<file path="src/rtl/sonar_pkg.sv">
// Shared definitions for the sonar units: FSM state codes exposed on db_estado
// and the BCD digit width used by the distance counter.
package sonar_pkg;

  localparam int unsigned BCD_DIGITO_W = 4;

  typedef enum logic [3:0] {
    inicial       = 4'b0000,
    preparacao    = 4'b0001,
    envia_trigger = 4'b0010,
    espera_eco    = 4'b0011,
    mede_eco      = 4'b0100,
    armazena      = 4'b0101,
    falha         = 4'b0111
  } estado_t;

endpackage

</file>
<file path="src/rtl/contador_bcd_3dig.sv">
// Three-digit BCD up-counter with synchronous clear, saturating at 999.
module contador_bcd_3dig
  import sonar_pkg::*;
(
  input  logic                        i_clock,
  input  logic                        i_reset,
  input  logic                        i_limpa,
  input  logic                        i_conta,
  output logic [3*BCD_DIGITO_W-1:0]   o_valor
);

  localparam logic [BCD_DIGITO_W-1:0] NOVE = BCD_DIGITO_W'(9);
  localparam logic [BCD_DIGITO_W-1:0] UM   = BCD_DIGITO_W'(1);

  logic [BCD_DIGITO_W-1:0] r_uni;
  logic [BCD_DIGITO_W-1:0] r_dez;
  logic [BCD_DIGITO_W-1:0] r_cen;
  logic                    w_saturado;

  assign w_saturado = (r_cen == NOVE) && (r_dez == NOVE) && (r_uni == NOVE);

  always_ff @(posedge i_clock) begin
    if (!i_reset || i_limpa) begin
      r_uni <= '0;
      r_dez <= '0;
      r_cen <= '0;
    end else if (i_conta && !w_saturado) begin
      if (r_uni == NOVE) begin
        r_uni <= '0;
        if (r_dez == NOVE) begin
          r_dez <= '0;
          r_cen <= r_cen + UM;
        end else begin
          r_dez <= r_dez + UM;
        end
      end else begin
        r_uni <= r_uni + UM;
      end
    end
  end

  assign o_valor = {r_cen, r_dez, r_uni};

endmodule

</file>
<file path="src/rtl/medidor_eco.sv">
// HC-SR04 measurement responder: fires the trigger, times the echo and reports
// the rounded distance in centimetres as three BCD digits.
module medidor_eco
  import sonar_pkg::*;
#(
  parameter int unsigned TRIGGER_CICLOS = 500,
  parameter int unsigned CICLOS_POR_CM  = 2941,
  parameter int unsigned ESPERA_MAX     = 1_000_000,
  parameter int unsigned ECO_MAX        = 1_500_000
) (
  input  logic        clock,
  input  logic        reset,
  input  logic        medir,
  input  logic        echo,
  output logic        trigger,
  output logic [11:0] medida,
  output logic        pronto,
  output logic        erro,
  output logic [3:0]  db_estado
);

  localparam int unsigned MAX_A     = (TRIGGER_CICLOS > ESPERA_MAX) ? TRIGGER_CICLOS : ESPERA_MAX;
  localparam int unsigned CONT_TOPO = (MAX_A > ECO_MAX) ? MAX_A : ECO_MAX;
  localparam int unsigned CW        = $clog2(CONT_TOPO + 1);
  localparam int unsigned PW        = $clog2(CICLOS_POR_CM + 1);

  estado_t           r_estado;
  estado_t           w_prox;
  logic              r_echo_m;
  logic              r_echo_s;
  logic [CW-1:0]     r_cont;
  logic [PW-1:0]     r_presc;
  logic [11:0]       r_medida;
  logic              r_erro;
  logic [11:0]       w_bcd;
  logic              w_cont_limpa;
  logic              w_cont_inc;
  logic              w_cont_um;
  logic              w_presc_carrega;
  logic              w_presc_passo;
  logic              w_presc_fim;
  logic              w_bcd_limpa;
  logic              w_bcd_conta;

  always_ff @(posedge clock) begin
    if (!reset) begin
      r_echo_m <= 1'b0;
      r_echo_s <= 1'b0;
    end else begin
      r_echo_m <= echo;
      r_echo_s <= r_echo_m;
    end
  end

  always_ff @(posedge clock) begin
    if (!reset) begin
      r_estado <= inicial;
    end else begin
      r_estado <= w_prox;
    end
  end

  // The cycle in espera_eco that first sees echo_s high already counts as one
  // echo cycle, so the pulse width is measured exactly.
  always_comb begin
    w_prox          = r_estado;
    w_cont_limpa    = 1'b0;
    w_cont_inc      = 1'b0;
    w_cont_um       = 1'b0;
    w_presc_carrega = 1'b0;
    w_presc_passo   = 1'b0;
    w_bcd_limpa     = 1'b0;
    case (r_estado)
      inicial: begin
        if (medir) w_prox = preparacao;
      end
      preparacao: begin
        w_cont_limpa    = 1'b1;
        w_presc_carrega = 1'b1;
        w_bcd_limpa     = 1'b1;
        w_prox          = envia_trigger;
      end
      envia_trigger: begin
        if (r_cont == CW'(TRIGGER_CICLOS - 1)) begin
          w_cont_limpa = 1'b1;
          w_prox       = espera_eco;
        end else begin
          w_cont_inc = 1'b1;
        end
      end
      espera_eco: begin
        if (r_echo_s) begin
          w_cont_um     = 1'b1;
          w_presc_passo = 1'b1;
          w_prox        = mede_eco;
        end else if (r_cont == CW'(ESPERA_MAX - 1)) begin
          w_prox = falha;
        end else begin
          w_cont_inc = 1'b1;
        end
      end
      mede_eco: begin
        if (!r_echo_s) begin
          w_prox = armazena;
        end else if (r_cont == CW'(ECO_MAX - 1)) begin
          w_prox = falha;
        end else begin
          w_cont_inc    = 1'b1;
          w_presc_passo = 1'b1;
        end
      end
      armazena: w_prox = inicial;
      falha:    w_prox = inicial;
      default:  w_prox = inicial;
    endcase
  end

  assign w_presc_fim = (r_presc == PW'(CICLOS_POR_CM - 1));
  assign w_bcd_conta = w_presc_passo && w_presc_fim;

  always_ff @(posedge clock) begin
    if (!reset) begin
      r_cont <= '0;
    end else if (w_cont_limpa) begin
      r_cont <= '0;
    end else if (w_cont_um) begin
      r_cont <= CW'(1);
    end else if (w_cont_inc) begin
      r_cont <= r_cont + CW'(1);
    end
  end

  // Preloading half a centimetre makes the BCD count round to nearest.
  always_ff @(posedge clock) begin
    if (!reset) begin
      r_presc <= '0;
    end else if (w_presc_carrega) begin
      r_presc <= PW'(CICLOS_POR_CM / 2);
    end else if (w_presc_passo) begin
      if (w_presc_fim) r_presc <= '0;
      else             r_presc <= r_presc + PW'(1);
    end
  end

  contador_bcd_3dig u_bcd (
    .i_clock (clock),
    .i_reset (reset),
    .i_limpa (w_bcd_limpa),
    .i_conta (w_bcd_conta),
    .o_valor (w_bcd)
  );

  always_ff @(posedge clock) begin
    if (!reset) begin
      r_medida <= '0;
      r_erro   <= 1'b0;
    end else if ((r_estado == mede_eco) && (w_prox == armazena)) begin
      r_medida <= w_bcd;
      r_erro   <= 1'b0;
    end else if ((w_prox == falha) && (r_estado != falha)) begin
      r_erro <= 1'b1;
    end
  end

  assign trigger   = (r_estado == envia_trigger);
  assign pronto    = (r_estado == armazena) || (r_estado == falha);
  assign medida    = r_medida;
  assign erro      = r_erro;
  assign db_estado = r_estado;

endmodule

</file>
<file path="config.mk">
export PLATFORM = sky130hd
export DESIGN_NAME = medidor_eco
export DESIGN_NICKNAME = d
export VERILOG_FILES = /design/src/rtl/sonar_pkg.sv /design/src/rtl/contador_bcd_3dig.sv /design/src/rtl/medidor_eco.sv
export SDC_FILE = /design/constraint.sdc
export NUM_CORES = 1
export LEC_CHECK = 0
export BUFFER_PORTS_ARGS = -buffer_cell sky130_fd_sc_hd__buf_2
export CORE_MARGIN = 2
export CORE_UTILIZATION = 25
export DETAILED_ROUTE_END_ITERATION = 6
export SLEW_MARGIN = 20
export SYNTH_ARGS = -nofsm -noshare
export SYNTH_HDL_FRONTEND = slang
export SYNTH_SLANG_ARGS = --single-unit
</file>
<file path="constraint.sdc">
create_clock -name clock -period 5.8 [get_ports clock]
set_input_delay 0.58 -clock clock [delete_from_list [all_inputs] [get_ports clock]]
set_output_delay 0.58 -clock clock [all_outputs]
set_load 0.05 [all_outputs]
</file>
==> metrics.yaml, run 1 <==
global_route:
  grt_pass1_vias: 2795
  antenna_found_initial: 0
  grt_pass1_wl_um: 13140
  grt_max_degree: 41
  track_usage_pct: 11.40
  grt_overflow: 0
clock_network:
  postCtsResizedCells: 0
  ctsHtreeMaxLevel: 3
  clkLatencyLatePin_ns: 0.33
  cts_buffer_depth: 2
  clockRootBuffer: "clkbuf_16"
  cts_buffers: 9
  clk_pin_slew_worst_paths_ns: 0.05
  tritoncts: "built"
  post_cts_buffers: 0
  cts.sinks: 64
  ctsHoldBuffers: 0
yosys:
  seq_area_frac_synth_pct: 38.04
  synth_cell_type_count: 63
  ys_warn_count: 0
  synth-edff-count: 0
  synthTopCellsByCount: "dfxtp_1, nand2_1, nor2_1, nand3_1, a21oi_1"
  synth_area_leader_cell: "dfxtp_1"
  yosysMostFrequentCell: "dfxtp_1"
  syn_inst: 403
  syn_area_per_cell_um2: 8.358
  syn-num-nets: 412
  synth_seq_cells: 64
  synth_flop_cell: "dfxtp_1"
  synth_top_area_share_pct: 38.04
  synthArstFlopShare_pct: 0
  synth_area_leaders: "dfxtp_1, nand3_1, a21oi_1"
  netlist_area_um2: 3368
outcome:
  status: "finished, final reports clean"
sta:
  fin_worst_skew_ns: 0.008284
  slew_violations: 0
  setup_tns_ns: 0
  rsz0062_at_grt: "no"
  worst_pin_slew_ns: 1.049
  setup_viol: 0
  max-slew-margin-rel_pct: 29.89
  fmax_mhz: 320.9
  period_needed_ns: 3.116
  hold_viol_final: 0
  finalCritPeriodShare_pct: 53.73
route:
  via_per_inst: 5.061
  wl_met2_um: 3754
  vias: 3006
  dr.pass1.iters: 4
  drt-total-wl_um: 7786
  wl_met3_um: 310
  drt-initial-drc-count: 169
  drc: 0
  routed.top_layer: "met4"
  detail_route.wl_per_cell_um: 13.11
  drtAntennaViolNets: 0
  wl_met1_um: 3697
critical_path:
  critPathArrivalTime_ns: 3.32
  start_kind: "flip-flop"
  slowest_delay_ns: 0.90
  worstPathRequired_ns: 6.01
  path_class: "reg -> reg"
  cp_slowest_cell: "nor4b_2"
  endpoint_kind: "flip-flop"
  path_cells: "nor4b_2 > nand2b_1 > or3_1 > or4_1 > nand2_1"
  crit_fanout: 20
floorplan:
  start_util_pct: 25.54
  die_x_um: 120.1
  dieArea_um2: 14420
  std_cell_rows: 42
  pin_count: 23
  core_um2: 13190
  dieHeight_um: 120.1
power_and_ir_drop:
  peakVddDrop_uv: 118.2
  p_per_area_nw_per_um2: 244.3
  power_leakage_nw: 1.333
  power_uw: 943.7
cells_and_area:
  nNetsFinal: 423
  area_growth_pct: 14.67
  diodes: 0
  final_layout_size_suffix_gt1_share_pct: 13.64
place:
  io_buffers: 22
  dpl.hpwl_um: 5407
  globalplace.congestion: 0.7947
run:
  drv_cap: 0
hold_path:
  min_path_type: "reg -> reg"
[path summary, 6_finish.rpt]
check,start,endpoint,slack [ns],cells past startpoint
setup reg to reg,db_estado[0],r_cont[5],2.68,5
hold reg to reg,r_echo_m,r_echo_s,0.43,1
setup / recovery,db_estado[0],r_cont[5],2.68,5
hold / removal,r_echo_m,r_echo_s,0.43,1
[stage by stage]
step / setup WS [ns] / area [um2] / util, % / std cells / hold slack (ns)
finish: 2.684 / 3862 / 29.28 / 594 / 0.4331
global route: 2.364 / 3862 / 29.28 / 594 / 0.4461
CTS: 2.624 / 3862 / 29.28 / 594 / 0.4393
detailed placement: 2.558 / 3607 / 27.35 / 579 / 0.4238
global placement: 2.594 / 3601 / 27.30 / 579 / 0.4191
floorplan: 2.535 / 3368 / - / 403 / 0.4119
[sequential cells by signal, summed over array words and instances, names as in the netlist]
register and flops:
db_estado 4, r_presc 12, r_echo_m 1, r_cont 21
medida 12, erro 1, r_echo_s 1, u_bcd.r_dez 4
u_bcd.r_cen 4, u_bcd.r_uni 4
[cell type report]
class | instances | area [um2]
fill | 1408 | 9328
multi-input combinational | 308 | 1958
sequential | 64 | 1281
clock buffer | 11 | 232.7
tap | 176 | 220.2
timing repair buffer | 23 | 117.6
inverter | 8 | 30.03
clock inverter | 4 | 22.52
[power breakdown]
group,internal (mW),total [mW],switching [mW],leakage (nW)
registers,0.444,0.449,0.00526,0.517
clock network,0.284,0.468,0.184,0.125
logic,0.00778,0.0264,0.0186,0.691
[routing by layer]
metal,track usage [%],vias up
met5,0,-
met4,3.529,0
met3,4.420,2
met2,18.50,51
met1,13.89,1425
li1,-,1528
[critical path, delay by kind of cell, from the launching register on]
family / cells / cell delay, ns
flops: 1 / 0.49
simple gates: 5 / 2.51
[cell usage in the layout, fill, tap and decap left out, types with 9 or more instances in the layout]
master	synthesis	routed
nand2_1	34	34
nand4_1	13	13
nand3_1	27	27
a21oi_1	26	26
or4_1	10	10
dfxtp_1	64	64
o21ai_0	24	24
buf_2	3	22
or3_1	9	9
nor2_1	31	31
clkbuf_16	0	9
[cell families (layout without fill, tap and decap cells)]
| group | after synthesis | after routing | synth area share [%] |
|---|---|---|---|
| adders and majority gates | 5 | 5 | 1.857 |
| buffers and inverters | 31 | 46 | 4.012 |
| muxes | 5 | 5 | 1.523 |
| xor gates and xnor gates | 10 | 10 | 2.600 |
| DFF | 64 | 64 | 38.04 |
| and+or+nand+nor | 187 | 187 | 32.24 |
| other | 1 | 1 | 0.1113 |
| AOI/OAI and AO/OA | 100 | 100 | 19.61 |
(Power assumes the default switching activity.)
==> inputs of run 2 (changes only) <==
- clock period: 5.8 -> 2.98 ns (I/O delays scaled with it)
==> run 2 against run 1 <==
Critical path depth rose by 3. Fmax increased by 16%. Highest routed layer unchanged. Combinational power grew 130%. Clock skew down 0.00084 ns. Clock power increased by 130%. Final cell count rose by 2.5%. First-iteration DRC count decreased by 15%. Critical endpoint is now u_bcd.r_cen[1]. Sequential share of layout area down 1.3 points. Routed wire length increased by 3.8%. Total power increased by 110%. Design area up 4.2%. Largest power group unchanged. Worst hold slack worse by 0.26 ns.
==> metrics.yaml, run 2 (same netlist as run 1, synthesis figures left out) <==
cells_and_area:
  mostFrequentLayoutCells: "dfxtp_1, nand2_1, nor2_1"
  diodes: 0
  fin_util_pct: 30.52
  final_cell_area_um2: 4025
  largest_reg_flops: 21
  final_common_cell: "dfxtp_1"
  final_layout_size_suffix_gt1_share_pct: 16.40
  regMostFlops: "r_cont"
  nNetsFinal: 438
  fill_cells: 1379
  area_growth_pct: 19.50
  final_cells: 609
route:
  dr.pass1.iters: 5
  detail_route.wl_per_cell_um: 13.28
  vias: 3050
  drt-initial-drc-count: 144
  drtAntennaViolNets: 0
  drt-total-wl_um: 8085
  via_per_inst: 5.008
  drc: 0
floorplan:
  dieArea_um2: 14420
  pin_count: 23
  core_um2: 13190
  std_cell_rows: 42
  start_util_pct: 25.54
  die_x_um: 120.1
  dieHeight_um: 120.1
sta:
  fin_worst_skew_ns: 0.007442
  finalCritPeriodShare_pct: 90.36
  period_needed_ns: 2.693
  rsz0062_at_grt: "no"
  max-slew-margin-rel_pct: 53.99
  setup_tns_ns: 0
  worst_pin_slew_ns: 0.6838
  setup_viol: 0
  hold_viol_final: 0
  fmax_mhz: 371.4
  slew_violations: 0
clock_network:
  post_cts_buffers: 0
  tritoncts: "built"
  ctsHoldBuffers: 0
  clkLatencyLatePin_ns: 0.33
  cts_buffer_depth: 2
  postCtsResizedCells: 0
  ctsHtreeMaxLevel: 3
  cts_buffers: 9
  cts.sinks: 64
  clockRootBuffer: "clkbuf_16"
  clk_pin_slew_worst_paths_ns: 0.06
power_and_ir_drop:
  power_switching_share_pct: 20.36
  switchingPower_uw: 411.2
  p_per_area_nw_per_um2: 501.9
  seqPwrFrac_pct: 43.2
  power_leakage_nw: 1.433
  power.internal_mw: 1.609
  peakVddDrop_uv: 220.9
  combPwrFrac_pct: 3.0
  clock_power_share_pct: 53.8
critical_path:
  cp_slowest_cell: "or3b_1"
  rrSetupSlack_ns: 0.29
  endpoint_kind: "flip-flop"
  reg2reg_depth: 8
  critPathArrivalTime_ns: 2.95
  path_cells: "ha_1 > or3b_1 > nor4_4 > a21oi_1 > buf_4 > o21ai_1 > mux2_2 > nor2_1"
  slowest_delay_ns: 0.41
  start_kind: "flip-flop"
  worstPathRequired_ns: 3.24
  endpoint: "u_bcd.r_cen[1]"
  path_class: "reg -> reg"
  regToRegStartpoint: "r_cont[0]"
  crit_fanout: 7
  crit_start: "r_cont[0]"
  reg2reg_to: "u_bcd.r_cen[1]"
place:
  dpl.hpwl_um: 5777
  io_buffers: 22
  place_area_um2: 3722
  place_inst: 594
  globalplace.congestion: 0.8249
global_route:
  grt_max_degree: 40
  grt_pass1_wl_um: 13950
  grt_pass1_vias: 2944
  antenna_found_initial: 0
  grt_overflow: 0
  track_usage_pct: 11.96
hold_path:
  min_path_type: "in -> reg"
  min_delay_path_depth: 2
outcome:
  status: "finished, final reports clean"
run:
  drv_cap: 0
==> run 2: cell type report <==
class | instances | area, um2 | area share, %
multi-input cells | 308 | 1961 | 48.71
clock buffers | 11 | 232.7 | 5.782
well taps | 176 | 220.2 | 5.471
repair buffers | 38 | 230.2 | 5.720
clock inverters | 4 | 70.07 | 1.741
inverters | 8 | 30.03 | 0.7460
flip-flops and latches | 64 | 1281 | 31.83
==> run 2: worst min-delay path by stage <==
stage | startpoint | endpoint
3_3_place_gp | r_echo_m | r_echo_s
3_5_place_dp | r_echo_m | r_echo_s
5_1_grt | echo | r_echo_m
2_1_floorplan | r_echo_m | r_echo_s
6_report | echo | r_echo_m
4_1_cts | echo | r_echo_m
==> run 2: metal layers <==
| layer | vias up | global-route usage (%) | part of all wire (%) |
|---|---|---|---|
| met5 | - | 0 | 0 |
| met4 | 0 | 3.676 | 1.4 |
| met3 | 11 | 3.992 | 4.0 |
| met2 | 55 | 19.99 | 48 |
| met1 | 1429 | 14.48 | 46 |
| li1 | 1555 | - | - |
==> run 2: power groups by stage <==
| stage | Combinational, mW | Clock (mW) | Sequential (mW) |
|---|---|---|---|
| global route | 0.0677 | 1.15 | 0.874 |
| floorplan | 0.0409 | 0 | 0.891 |
| detailed placement | 0.0619 | 0 | 0.891 |
| global placement | 0.0616 | 0 | 0.891 |
| CTS | 0.0620 | 1.12 | 0.873 |
| finish | 0.0612 | 1.09 | 0.873 |
==> run 2: metrics by stage <==
step	hold WS (ns)	setup WS, ns	power (mW)
after detailed placement	0.4411	0.2814	0.9528
after global placement	0.4184	0.3978	0.9522
final	0.1773	0.2874	2.020
after CTS	0.1683	0.2691	2.050
after global routing	0.1716	0.06910	2.094
after floorplan	0.4119	0.1007	0.9323
==> run 2: worst max-delay path: cells and delay by family (launching register included) <==
kind	cells	cell delay, ns
and+or+nand+nor	3	0.85
muxes	1	0.38
buffers and inverters	1	0.23
DFF	1	0.36
adders and majority gates	1	0.25
AOI/OAI and AO/OA	2	0.56
==> inputs of run 3 (changes only) <==
- MAX_ROUTING_LAYER: not set -> met4
==> run 3 against run 2 <==
Worst hold slack better by 0.0017 ns. Die area unchanged. Clock skew is 0.00081 ns lower. Critical path type unchanged. Routed wire length shrank 0.12%.
==> metrics.yaml, run 3 (same netlist as run 1, synthesis figures left out) <==
outcome:
  status: "finished, final reports clean"
clock_network:
  cts_buffers: 9
  clk_pin_slew_worst_paths_ns: 0.06
  clkLatencyLatePin_ns: 0.33
  clockRootBuffer: "clkbuf_16"
  post_cts_buffers: 0
  ctsHoldBuffers: 0
  tritoncts: "built"
  cts.sinks: 64
  ctsHtreeMaxLevel: 3
  postCtsResizedCells: 0
  cts_buffer_depth: 2
route:
  vias: 3069
  detail_route.wl_per_cell_um: 13.26
  drt-total-wl_um: 8075
  drc: 0
  dr.pass1.iters: 4
  drt-initial-drc-count: 135
  via_per_inst: 5.039
  drtAntennaViolNets: 0
place:
  place_ws_ns: 0.2814
  io_buffers: 22
  globalplace.congestion: 0.8373
  dpl.hpwl_um: 5777
power_and_ir_drop:
  clock_power_share_pct: 53.7
  power_mw: 2.019
  seqPwrFrac_pct: 43.2
  p_per_area_nw_per_um2: 501.6
  switchingPower_uw: 409.9
  power.internal_mw: 1.609
  power_leakage_nw: 1.433
  combPwrFrac_pct: 3.0
  power_switching_share_pct: 20.30
  peakVddDrop_uv: 220.6
sta:
  worst_pin_slew_ns: 0.6887
  rsz0062_at_grt: "no"
  finalCritPeriodShare_pct: 90.47
  max-slew-margin-rel_pct: 53.66
  period_needed_ns: 2.696
  fin_worst_skew_ns: 0.006637
  setup_tns_ns: 0
  postLayoutSetupSlackWorst_ns: 0.2839
  slew_violations: 0
  hold_viol_final: 0
  fmax_mhz: 370.9
  setup_viol: 0
floorplan:
  pin_count: 23
  std_cell_rows: 42
  dieArea_um2: 14420
  die_x_um: 120.1
  start_util_pct: 25.54
  core_um2: 13190
  dieHeight_um: 120.1
cells_and_area:
  nNetsFinal: 438
  mostFrequentLayoutCells: "dfxtp_1, nand2_1, nor2_1"
  fin_util_pct: 30.52
  final_layout_size_suffix_gt1_share_pct: 16.40
  regMostFlops: "r_cont"
  largest_reg_flops: 21
  final_common_cell: "dfxtp_1"
  area_growth_pct: 19.50
  fill_cells: 1379
  diodes: 0
critical_path:
  rrSetupSlack_ns: 0.28
  crit_start: "r_cont[0]"
  critPathArrivalTime_ns: 2.96
  crit_fanout: 7
  reg2reg_to: "u_bcd.r_cen[1]"
  worstPathRequired_ns: 3.24
  endpoint_kind: "flip-flop"
  reg2reg_depth: 8
  path_class: "reg -> reg"
  regToRegStartpoint: "r_cont[0]"
  start_kind: "flip-flop"
global_route:
  grt_pass1_wl_um: 13940
  grt_max_degree: 40
  grt_pass1_vias: 2938
  track_usage_pct: 12.28
  grt_overflow: 0
  antenna_found_initial: 0
hold_path:
  min_from: "echo"
  holdPathEnd: "r_echo_m"
  min_delay_path_depth: 2
  min_path_type: "in -> reg"
run:
  drv_cap: 0
-- run 3: power groups by stage --
stage                     clock, mW  combinational [mW]  sequential (mW)
after floorplan                   0              0.0409            0.891
after global placement            0              0.0616            0.891
after detailed placement          0              0.0619            0.891
after CTS                      1.12              0.0620            0.873
after global routing           1.15              0.0676            0.874
final                          1.08              0.0609            0.873
-- run 3: metal layers --
layer | vias to the layer above | part of all wire (%) | global-route usage [%]
met3 | 8 | 3.6 | 3.945
met4 | 0 | 1.2 | 3.676
met2 | 51 | 48 | 20.10
li1 | 1555 | - | -
met1 | 1455 | 47 | 14.39
met5 | - | 0 | -
-- run 3: how the worst max path moves through the flow --
stage	to	slack (ns)	cells after the start
finish	u_bcd.r_cen[1]	0.28	8
global route	u_bcd.r_cen[1]	0.07	8
CTS	u_bcd.r_cen[1]	0.27	8
detailed placement	u_bcd.r_cen[1]	0.28	8
global placement	r_presc[6]	0.40	9
floorplan	r_cont[20]	0.10	7
-- run 3: final cells by class --
cell class | count | area [um2] | area share, %
multi-input cells | 308 | 1961 | 48.71
flip-flops and latches | 64 | 1281 | 31.83
clock buffers | 11 | 232.7 | 5.782
repair buffers | 38 | 230.2 | 5.720
well taps | 176 | 220.2 | 5.471
clock inverters | 4 | 70.07 | 1.741
inverters | 8 | 30.03 | 0.7460
-- run 3: per-stage QoR --
stage | hold slack, ns | cells | area, um2
final | 0.1791 | 609 | 4025
after global routing | 0.1716 | 609 | 4025
after floorplan | 0.4119 | 403 | 3377
after global placement | 0.4184 | 594 | 3722
after detailed placement | 0.4411 | 594 | 3722
after CTS | 0.1683 | 609 | 4025
-- run 3: worst max-delay path: stages, from the launching register on --
cell and delay, ns:
dfxtp_1 0.36, ha_1 0.25, or3b_1 0.42, nor4_4 0.35, a21oi_1 0.24, buf_4 0.23
o21ai_1 0.32, mux2_2 0.38, nor2_1 0.09
